[src/rtl/synthesis_primitives_pkg.sv]
// Shared helpers for the one-hot to binary encoder tree: the node typedef
// macro and the stage-to-level split.
`ifndef SYNTH_NODE_T
`define SYNTH_NODE_T(name, IW) typedef struct packed { logic any; logic mul; logic [(IW)-1:0] idx; } name
`endif

package synthesis_primitives_pkg;

  // Last tree level (1-based) handled by stage k.
  function automatic int lvl_end(int k, int stages, int wl);
    return ((k + 1) * wl) / stages;
  endfunction

  function automatic int lvl_start(int k, int stages, int wl);
    return (k == 0) ? 1 : lvl_end(k - 1, stages, wl) + 1;
  endfunction

endpackage

[src/rtl/oht2bin_stage.sv]
// One pipeline stage of the encoder: levels LVL_LO..LVL_HI of the OR-reduction
// tree plus its register and skid-free valid/ready handshake.
module oht2bin_stage #(
  parameter int IDX_W    = 5,
  parameter int LVL_LO   = 1,
  parameter int LVL_HI   = 5,
  parameter int NODES_IN = 32,
  parameter int RST_DATA = 0
) (
  input  logic                                                   clk,
  input  logic                                                   rst,
  input  logic                                                   in_vld,
  output logic                                                   in_rdy,
  input  logic [NODES_IN*(IDX_W+2)-1:0]                          in_nodes,
  output logic                                                   out_vld,
  input  logic                                                   out_rdy,
  output logic [(NODES_IN>>(LVL_HI-LVL_LO+1))*(IDX_W+2)-1:0]     out_nodes
);
  import synthesis_primitives_pkg::*;

  localparam int NL    = LVL_HI - LVL_LO + 1;
  localparam int NW    = IDX_W + 2;
  localparam int OUT_N = NODES_IN >> NL;
  localparam int TN    = 2 * NODES_IN - OUT_N;

  `SYNTH_NODE_T(node_t, IDX_W);

  node_t                 tree [TN];
  logic [OUT_N*NW-1:0]   nxt;

  // Nodes of local level j start at this offset in the flattened tree.
  function automatic int lvl_off(int j);
    return 2 * NODES_IN - 2 * (NODES_IN >> j);
  endfunction

  function automatic node_t combine(node_t l, node_t r, int lv);
    node_t n;
    n.any = l.any | r.any;
    n.idx = (r.any ? r.idx : l.idx) | (IDX_W'(r.any) << (lv - 1));
`ifdef OHT2BIN_PIPE_ERR_EN
    n.mul = l.mul | r.mul | (l.any & r.any);
`else
    n.mul = l.mul | r.mul;
`endif
    return n;
  endfunction

  always_comb begin
    tree = '{default: '0};
    nxt  = '0;
    for (int n = 0; n < NODES_IN; n++) tree[n] = in_nodes[n*NW +: NW];
    for (int j = 1; j <= NL; j++)
      for (int n = 0; n < (NODES_IN >> j); n++)
        tree[lvl_off(j)+n] = combine(tree[lvl_off(j-1)+2*n], tree[lvl_off(j-1)+2*n+1], LVL_LO+j-1);
    for (int n = 0; n < OUT_N; n++) nxt[n*NW +: NW] = tree[lvl_off(NL)+n];
  end

  // Stage register boundary
  assign in_rdy = !out_vld | out_rdy;

  always_ff @(posedge clk) begin
    if (rst) out_vld <= 1'b0;
    else if (in_rdy) out_vld <= in_vld;
  end

  always_ff @(posedge clk) begin
    if ((RST_DATA != 0) && rst) out_nodes <= '0;
    else if (in_rdy) out_nodes <= nxt;
  end

endmodule

[src/rtl/oht2bin_pipe.sv]
// Pipelined one-hot to binary encoder with not-one-hot flag.
// Optional: define OHT2BIN_PIPE_ERR_EN to enable the err flag (else tied 0).
module oht2bin_pipe #(
  parameter  int WIDTH     = 32,
  parameter  int STAGES    = 1,
  localparam int WIDTH_LOG = $clog2(WIDTH)
) (
  input  logic                 clk,
  input  logic                 rst,
  input  logic                 s_vld,
  output logic                 s_rdy,
  input  logic [WIDTH-1:0]     oht,
  output logic                 m_vld,
  input  logic                 m_rdy,
  output logic [WIDTH_LOG-1:0] bin,
  output logic                 err
);
  import synthesis_primitives_pkg::*;

  localparam int NPAD = 1 << WIDTH_LOG;
  localparam int NW   = WIDTH_LOG + 2;

  if ((STAGES < 1) || (STAGES > WIDTH_LOG)) begin : g_bad
    $fatal(1, "oht2bin_pipe: STAGES must be in 1..WIDTH_LOG");
  end

  `SYNTH_NODE_T(node_t, WIDTH_LOG);

  // Leaves: any = input bit, no partial index yet; padding bits stay zero.
  logic [NPAD*NW-1:0] leaves;
  always_comb begin
    leaves = '0;
    for (int i = 0; i < WIDTH; i++) leaves[i*NW + NW-1] = oht[i];
  end

  for (genvar k = 0; k < STAGES; k++) begin : g_st
    localparam int LO    = lvl_start(k, STAGES, WIDTH_LOG);
    localparam int HI    = lvl_end(k, STAGES, WIDTH_LOG);
    localparam int IN_N  = NPAD >> (LO - 1);
    localparam int OUT_N = NPAD >> HI;

    logic                 in_vld, in_rdy, out_vld, out_rdy;
    logic [IN_N*NW-1:0]   in_nodes;
    logic [OUT_N*NW-1:0]  out_nodes;

    if (k == 0) begin : g_src
      assign in_vld   = s_vld;
      assign in_nodes = leaves;
    end else begin : g_src
      assign in_vld   = g_st[k-1].out_vld;
      assign in_nodes = g_st[k-1].out_nodes;
    end

    if (k == STAGES - 1) begin : g_dst
      assign out_rdy = m_rdy;
    end else begin : g_dst
      assign out_rdy = g_st[k+1].in_rdy;
    end

    oht2bin_stage #(
      .IDX_W    (WIDTH_LOG),
      .LVL_LO   (LO),
      .LVL_HI   (HI),
      .NODES_IN (IN_N),
      .RST_DATA ((k == STAGES - 1) ? 1 : 0)
    ) u_stage (
      .clk       (clk),
      .rst       (rst),
      .in_vld    (in_vld),
      .in_rdy    (in_rdy),
      .in_nodes  (in_nodes),
      .out_vld   (out_vld),
      .out_rdy   (out_rdy),
      .out_nodes (out_nodes)
    );
  end

  node_t last;
  assign last  = g_st[STAGES-1].out_nodes;
  assign s_rdy = g_st[0].in_rdy;
  assign m_vld = g_st[STAGES-1].out_vld;
  assign bin   = last.idx;

`ifdef OHT2BIN_PIPE_ERR_EN
  // Gated by m_vld so the reset value of the final register reads as no error.
  assign err = m_vld & (!last.any | last.mul);
`else
  logic unused_flags;
  assign unused_flags = last.any ^ last.mul;
  assign err = 1'b0;
`endif

endmodule

[config.mk]
export PLATFORM = sky130hd
export DESIGN_NAME = oht2bin_pipe
export DESIGN_NICKNAME = d
export VERILOG_FILES = /design/src/rtl/synthesis_primitives_pkg.sv /design/src/rtl/oht2bin_stage.sv /design/src/rtl/oht2bin_pipe.sv
export SDC_FILE = /design/constraint.sdc
export NUM_CORES = 1
export LEC_CHECK = 0
export CORE_MARGIN = 2
export CORE_UTILIZATION = 40
export CTS_CLUSTER_DIAMETER = 150
export DETAILED_ROUTE_END_ITERATION = 8
export GPL_ROUTABILITY_DRIVEN = 0
export MAX_ROUTING_LAYER = met4
export PLACE_DENSITY_LB_ADDON = 0.05
export SYNTH_ARGS = -nofsm -noshare
export SYNTH_HDL_FRONTEND = slang
export SYNTH_HIERARCHICAL = 1
export SYNTH_SLANG_ARGS = --single-unit
[constraint.sdc]
create_clock -name clk -period 5 [get_ports clk]
set_input_delay 1.25 -clock clk [delete_from_list [all_inputs] [get_ports clk]]
set_output_delay 1.25 -clock clk [all_outputs]
set_load 0.03 [all_outputs]
## Yosys cells after proc, flatten, opt, wreduce, memory -nomap -nowiden

Index checks and enable logic that the tools add are counted.

| word-level totals | value |
|---|---|
| output and inout bits | 8 |
| register bits after elaboration | 6 |
| logic and storage cells | 60 |

| operators by class | value |
|---|---|
| reductions and logical operators | 1 |
| mux-type cells | 15 |
| bitwise gates (word level) | 42 |

Operator list:

| operator | number |
|---|---|
| $or A5 B2 Y5 | 8 |
| $mux W5 | 7 |
| $or A1 B1 Y1 | 27 |
| $or A5 B3 Y5 | 4 |
| $or A5 B4 Y5 | 2 |
| $mux W1 | 8 |
| $or A5 B5 Y5 | 1 |
| $logic_not A1 Y1 | 1 |

## Depth between registers and ports, before layout

| depth | value |
|---|---|
| depth in word-level cells | 9 |
| depth in mapped cells | 7 |
| gate-level depth less buffers | 6 |

## Hierarchy

Netlist, hierarchy kept.

By module, submodules not included:

| module | area an instance (sq um) | instances | seq. area each (sq um) | cells each |
|---|---|---|---|---|
| oht2bin_stage | 1,360.1 | 1 | 160.2 | 182 |
| oht2bin_pipe | 11.3 | 1 | 0.0 | 2 |

## Least setup slack after synthesis

Ideal clock, no wire load.

| path | value |
|---|---|
| kind | input-to-output |
| start | in m_rdy |
| end | out s_rdy |
| stages | 3 |
| data required time | 3.750 ns |
| buffers on the path | 1 |
| arrival time | 1.754 ns |
| slack | 1.996 ns |
| cells stage by stage | nor2b_1 -> clkbuf_1 -> inv_2 |

| on the way | value |
|---|---|
| word-level cells in the longest chain between the ends | 1 |

RTL lines:

| item | RTL line | RTL |
|---|---|---|
| from (decl) | oht2bin_pipe.sv:14 | `input logic m_rdy,` |
| $or A1 B1 Y1 | oht2bin_stage.sv:59 | `assign in_rdy = !out_vld \| out_rdy;` |
| to (decl) | oht2bin_pipe.sv:11 | `output logic s_rdy,` |

No other way between the ends.

## Worst setup path after layout

Same ends and word-level chain as after synthesis.

==> run_results.csv <==
group,metric,value,unit
status,status,"complete, no violations",
flow_run,drv_cap,0,
global_routing,antenna_found_initial,0,
placed_design,io_buffers,41,
drt,wl_per_cell,9.032,um
die,die_y,59.48,um
timing,finalSetupTns,0,ns
global_routing,grt_usage,0.1653,
logic_synthesis,synthCells,164,
clock_network,clock-sinks,6,
timing,rsz0062_at_grt,"no",
drt,routed_wl,2818,um
critical_path,worstPathArrival,2.79,ns
logic_synthesis,synthesis.area,1231,sq um
drt,vias,1413,
drt,dr.max_layer_used,"met3",
critical_path,startpoint_type,"input port",
die,rows,20,
finish,nets,317,
die,start_util,0.4134,
clock_network,post_cts_resized,0,
clock_network,clkTransAtPathRegs,0.04,ns
clock_network,h-tree-depth,1,
global_routing,grt_start_max_net_pins,9,
die,io_pins,44,
critical_path,critPathMaxStageDelay,0.62,ns
critical_path,critPathBufInv,3,
drt,drtAntennaViolNets,0,
finish,area_delta_synth_final,59.04,%
drt,drt_pass1_iterations,4,
finish,drive_gt1_frac,0.07885,
drt,drt_iter0_drc,62,
critical_path,critPathRequiredTime,3.75,ns
power,p_leak,0.7944,nW
critical_path,crit_top_cell,"clkdlybuf4s50_1",
die,die_x,59.48,um
power,p_per_area,107.6,nW/um^2
logic_synthesis,syn_avg_cell_area,7.507,sq um
timing,finalSetupViolCount,0,
die,core,2978,sq um
clock_network,cts_tree,"done",
timing,finalCritPeriodShare,0.8082,
finish,fillers,294,
critical_path,crit_family,"buffers and inverters",
timing,min_period,4.041,ns
drt,route.met2.wl,1374,um
critical_path,path_max_fanout,8,
drt,via_per_inst,4.529,
clock_network,clk_latency,0.23,ns
critical_path,critPathKind,"input port to primary output",
drt,wirelength_met1,1354,um
global_routing,grt_pass1_vias,1127,
power,vdd_ir_drop_max,44.84,uV
finish,utilization,0.6576,
global_routing,gr-total-overflow,0,
clock_network,clock_path_buffers,2,
finish,antenna_cells,0,
clock_network,cts_hold_buf,0,
critical_path,crit_path_end_kind,"primary output",
clock_network,clockRootBuffer,"clkbuf_4",
timing,hold_viol,0,
logic_synthesis,ys_warn_count,6,
timing,slew_viol_final,0,
clock_network,postCtsSetupRepairBufs,0,
placed_design,place_hpwl,2408,um
global_routing,grt_pass1_wl,4533,um
timing,fmax,247.5,MHz
drt,drc,0,
critical_path,path_cells,"clkdlybuf4s50_1 -> nor2b_1 -> inv_2 -> clkdlybuf4s50_1",
timing,fin_skew,0.00006553,ns
die,dieArea,3538,sq um
min_path,min_path_type,"flop to flop",
power,p_total,0.2107,mW
clock_network,numCtsBuffers,3,
drt,met3WireLength,89,um
critical_path,cpMaxStageDelayCell,"clkdlybuf4s50_1",
-- per-stage QoR --
step / std cells / hold slack [ns] / setup slack, ns / instance area (sq um)
after floorplan: 244 / 0.6028 / 2.064 / 1531
after CTS: 312 / 0.4890 / 0.9374 / 1958
final: 312 / 0.4930 / 0.9592 / 1958
after global placement: 309 / 0.4825 / 0.9712 / 1936
after global routing: 312 / 0.5076 / 0.8226 / 1958
after detailed placement: 309 / 0.4803 / 0.9358 / 1936
-- cells in the final DEF (no fill, tap or decap), types with 3 or more instances in the layout --
cell type	instances
nor4_2	3
o21ai_0	9
inv_1	8
a221oi_1	3
a2111oi_0	3
dfxtp_1	6
o211ai_1	3
nor3_1	4
nor4_4	3
a211o_1	4
nand2_1	15
a21oi_1	9
a211oi_1	4
nand2b_1	3
mux2i_1	12
conb_1	81
nor2b_1	9
mux2_2	7
nand3b_1	3
clkdlybuf4s50_1	41
clkbuf_4	3
nor2_1	11
-- tightest hold or removal path: stages (launching register included) --
cell      delay (ns)
dfxtp_1         0.31
nand3b_1        0.08
o21ai_1         0.05
-- registers in the layout (all words and copies together) (netlist names) --
register and flops:
g_st.u_stage/out_nodes 5, g_st.u_stage/out_vld 1
-- worst paths after layout --
check                                                  from                                         to  slack (ns)  cells after the start
setup / recovery                                      m_rdy                                      s_rdy        0.96                      4
hold / removal    g_st[0].u_stage/out_nodes[0]$_SDFFE_PP0P_  g_st[0].u_stage/out_nodes[0]$_SDFFE_PP0P_        0.49                      2
setup reg to reg       g_st[0].u_stage/out_vld$_SDFFE_PP0P_  g_st[0].u_stage/out_nodes[2]$_SDFFE_PP0P_        3.57                      6
hold reg to reg   g_st[0].u_stage/out_nodes[0]$_SDFFE_PP0P_  g_st[0].u_stage/out_nodes[0]$_SDFFE_PP0P_        0.49                      2
-- routing by layer --
metal,vias to the layer above,track usage
li1,802,-
met1,587,0.2097
met2,24,0.2810
met3,0,0.01528
met4,0,0.03896
met5,-,-
-- final cells by class --
cell class | instances | area (sq um) | share of cell area
multi-input cells | 220 | 1330 | 0.6792
repair buffers | 41 | 410.4 | 0.2096
flip-flops and latches | 6 | 120.1 | 0.06134
well taps | 33 | 41.29 | 0.02109
inverters | 9 | 33.78 | 0.01725
clock buffers | 3 | 22.52 | 0.01150
-- power by group --
part	internal (mW)	switching, mW
clock network	0.0270	0.0146
registers	0.0518	0.00192
logic	0.0576	0.0577
total	0.136	0.0743
No activity file was read; power rests on OpenSTA's default activity.
